File: src/rtl/crumb_cmp_pkg.sv
// Shared types and result encodings for the registered crumb (2-bit) comparator.
// Result bit order is {f1,f2,f3} = {greater, equal, less}.
package crumb_cmp_pkg;

  typedef logic [1:0] crumb_t;
  typedef logic [2:0] cmp_res_t;

  localparam cmp_res_t CMP_GT   = 3'b100;
  localparam cmp_res_t CMP_EQ   = 3'b010;
  localparam cmp_res_t CMP_LT   = 3'b001;
  localparam cmp_res_t CMP_NONE = 3'b000;

endpackage : crumb_cmp_pkg

File: src/rtl/crumb_cmp_comb.sv
// Purely combinational unsigned crumb compare; emits exactly one of GT/EQ/LT.
module crumb_cmp_comb
  import crumb_cmp_pkg::*;
(
  input  crumb_t   a,
  input  crumb_t   b,
  output cmp_res_t res
);

  always_comb begin
    res = CMP_EQ;
    if (a > b) begin
      res = CMP_GT;
    end else if (a < b) begin
      res = CMP_LT;
    end
  end

endmodule : crumb_cmp_comb

File: src/rtl/crumb_comparator_sync.sv
// Registered 2-bit magnitude comparator: f1 = A>B, f2 = A==B, f3 = A<B, outputs straight from flops.
// Build option CRUMB_CMP_INREG_EN adds an operand register stage (latency 2 instead of 1).
module crumb_comparator_sync
  import crumb_cmp_pkg::*;
(
  input  logic clk,
  input  logic rst_n,
  input  logic a1,
  input  logic a2,
  input  logic b1,
  input  logic b2,
  output logic f1,
  output logic f2,
  output logic f3
);

  crumb_t   op_a;
  crumb_t   op_b;
  cmp_res_t cmp_res;
  cmp_res_t res_d;
  cmp_res_t res_q;

`ifdef CRUMB_CMP_INREG_EN
  crumb_t a_d;
  crumb_t a_q;
  crumb_t b_d;
  crumb_t b_q;
  logic   vld_d;
  logic   vld_q;

  always_comb begin
    a_d   = {a2, a1};
    b_d   = {b2, b1};
    vld_d = 1'b1;
  end

  // Input stage: vld_q marks that a_q/b_q hold a real post-reset sample,
  // so the reset value 0/0 is never reported as "equal".
  always_ff @(posedge clk) begin
    if (!rst_n) begin
      a_q   <= '0;
      b_q   <= '0;
      vld_q <= 1'b0;
    end else begin
      a_q   <= a_d;
      b_q   <= b_d;
      vld_q <= vld_d;
    end
  end

  always_comb begin
    op_a = a_q;
    op_b = b_q;
  end
`else
  always_comb begin
    op_a = {a2, a1};
    op_b = {b2, b1};
  end
`endif

  crumb_cmp_comb u_cmp (
    .a   (op_a),
    .b   (op_b),
    .res (cmp_res)
  );

  always_comb begin
    res_d = cmp_res;
`ifdef CRUMB_CMP_INREG_EN
    if (!vld_q) begin
      res_d = CMP_NONE;
    end
`endif
  end

  // Output stage
  always_ff @(posedge clk) begin
    if (!rst_n) begin
      res_q <= CMP_NONE;
    end else begin
      res_q <= res_d;
    end
  end

  assign {f1, f2, f3} = res_q;

endmodule : crumb_comparator_sync

File: config.mk
export PLATFORM = sky130hd
export DESIGN_NAME = crumb_comparator_sync
export DESIGN_NICKNAME = d
export VERILOG_FILES = /design/src/rtl/crumb_cmp_pkg.sv /design/src/rtl/crumb_cmp_comb.sv /design/src/rtl/crumb_comparator_sync.sv
export SDC_FILE = /design/constraint.sdc
export NUM_CORES = 1
export LEC_CHECK = 0
export CELL_PAD_IN_SITES_DETAIL_PLACEMENT = 1
export CELL_PAD_IN_SITES_GLOBAL_PLACEMENT = 1
export CORE_AREA = 2 2 39 41
export CTS_BUF_LIST = sky130_fd_sc_hd__clkbuf_16
export DETAILED_ROUTE_END_ITERATION = 8
export DIE_AREA = 0 0 41 43
export PLACE_DENSITY_LB_ADDON = 0.1
export SYNTH_ARGS = -nofsm -noshare
export SYNTH_HDL_FRONTEND = slang
export SYNTH_SLANG_ARGS = --single-unit
File: constraint.sdc
create_clock -name clk -period 1.1 [get_ports clk]
set_input_delay 0.33 -clock clk [delete_from_list [all_inputs] [get_ports clk]]
set_output_delay 0.33 -clock clk [all_outputs]
set_load 0.1 [all_outputs]
==> flow_summary.yaml <==
run_status:
  status: "finished, final reports clean"
final_layout:
  diodes: 0
  nets: 34
  regMostFlops: "res_q"
  final_area_sq_um: 382
  drive_gt1_share_pct: 64.0
  finalNonFillerCells: 41
  reg_top3: "res_q: 3 flops"
  fillers: 163
  largest_register_ffs: 3
  syn_to_final_growth_pct: 161
yosys:
  ys_types: 9
  ys_seq_area_share_pct: 41.0
  synth_fp_nets: 21
  synth-seq-cells: 3
  syn-instance-count: 13
  synth_area_sq_um: 146
  yosys-top-cells-area: "dfxtp_1 (41%), ha_1 (17%), nor2b_4 (9.4%)"
  synth_top_area_cell: "dfxtp_1"
  syn_area_per_cell_sq_um: 11.3
  synth_top_area_share_pct: 41.0
  synth_warnings: 0
clock_tree:
  cts_tree: "built"
  cts-root-buf: "clkbuf_16"
  cts_buffer_depth: 2
  clkSinkCount: 3
  cts_hold_buf: 0
  ctsHtreeMaxLevel: 1
  cts.clk_slew.worst_paths_ns: 0.03
  cts_buffers: 3
route:
  drt_pre_antenna_iters: 1
  via_per_inst: 3.32
  routed_wl_um: 370
  first_iter_violations: 0
  wl_per_cell_um: 9.02
  vias: 136
  ant_nets: 0
  drc_errors: 0
timing:
  drv_slew: 0
  finalSetupViolCount: 0
  post-route-period-util_pct: 96.7
  tightest_slew_ns: 0.150
  timing.slew.headroom_pct: 90.0
  grt_setup_unrepaired: "no"
  final.min_clock_period_ns: 1.06
  finalHoldViolCount: 0
  fmax_mhz: 940
place:
  placed_area_sq_um: 280
  dp_hpwl_um: 278
  gp_congestion: 0.639
  place_inst: 37
  io_buffers: 8
worst_hold_path:
  min_from: "a2"
  hold_class: "in2reg"
floorplan:
  dieArea_sq_um: 1760
  core_area_sq_um: 1380
  std_cell_rows: 14
  die_h_um: 43
  num_io_pins: 9
  die-width_um: 41
  start_util_pct: 10.6
pwr:
  power.ir.vdd_worst_v: 0.000438
  pwr_density_cell_nw_per_um2: 2240
  leakage_nw: 0.173
grt:
  grt_pass1_vias: 149
  grt_use_total_pct: 6.32
  grt_overflow: 0
  antenna_found_initial: 0
  grt_pass1_wl_um: 593
  grt_start_max_net_pins: 4
worst_setup_path:
  worstSetupEndpointType: "flip-flop"
  cp.arrival_ns: 1.17
  critPathRequiredTime_ns: 1.21
  crit_path_start_kind: "input port"
  cp_max_fo: 2
  crit_start: "a2"
  critPathKind: "in2reg"
flow_run:
  maxCapViolCount: 0
==> logic make-up (layout without fill, tap and decap cells) <==
| group | count (synthesis) | after routing | synth area share [%] |
|---|---|---|---|
| AND/OR/NAND/NOR | 5 | 5 | 29.9 |
| flip-flops | 3 | 3 | 41.0 |
| adder cells (fa/ha/maj) | 2 | 2 | 17.1 |
| buffers and inverters | 2 | 14 | 5.13 |
| AO/OA/AOI/OAI | 1 | 1 | 6.84 |
==> final timing paths <==
check / to / slack, ns / cells after the start
max: res_q[2] / 0.04 / 4
min: res_q[0] / 0.58 / 3
==> critical path, cell delays in order <==
cell           delay (ns)
dlygate4sd2_1        0.26
ha_4                 0.24
nor2b_4              0.12
o211a_1              0.22
==> metrics by stage <==
step	utilization (%)	total power, mW	setup WS (ns)	setup TNS [ns]	hold WS (ns)
finish	27.6	0.856	0.0358	0	0.585
global route	27.6	0.889	0.0131	0	0.608
CTS	27.6	0.865	0.0285	0	0.596
detailed placement	20.3	0.279	-0.464	-1.21	0.793
global placement	20.3	0.278	-0.471	-1.22	0.793
floorplan	-	0.215	0.0482	0	0.456
==> layout make-up <==
cell class                 instances  area (sq um)  share of cell area, %
tap                               16          20.0                   5.25
inverter                           2          7.51                   1.97
timing repair buffer               8           105                   27.5
clock buffer                       3          75.1                   19.7
sequential                         3          63.8                   16.7
clock inverter                     1          3.75                  0.984
multi-input combinational          8           106                   27.9
==> synthesized netlist by cell type <==
| cell | n |
|---|---|
| dfxtp_1 | 3 |
| ha_1 | 2 |
| inv_1 | 2 |
| nand2_1 | 1 |
| nor2b_1 | 1 |
| nor2b_4 | 1 |
| nor3b_1 | 1 |
| nor3b_2 | 1 |
| o211a_1 | 1 |
==> what timing repair did <==
| action | 4_1_cts | 5_1_grt |
|---|---|---|
| endpoints found under the setup margin | 3 | 0 |
| gates resized for setup | 10 | 0 |
| buffers inserted | 0 | 0 |
==> report_power, final <==
part / total [mW] / switching (mW) / internal (mW)
logic: 0.159 / 0.0895 / 0.0696
registers: 0.127 / 0.00670 / 0.120
clock network: 0.570 / 0.101 / 0.469
==> cells in the final DEF (no fill, tap or decap), drive strengths merged <==
cell type and count:
buf 3, nor3b 2, inv 3, o211a 1
clkdlybuf4s50 1, nor2b 2, ha 2, nand2 1
dlygate4sd2 4, dfxtp 3, clkbuf 3
==> routing by layer <==
layer | share of wire (%) | global-route usage (%)
met3 | 15 | 4.71
met2 | 43 | 6.56
met1 | 35 | 5.77
met4 | 5.9 | 10.0
met5 | 0 | 0
Note: power is estimated with default switching activity, not from simulation.
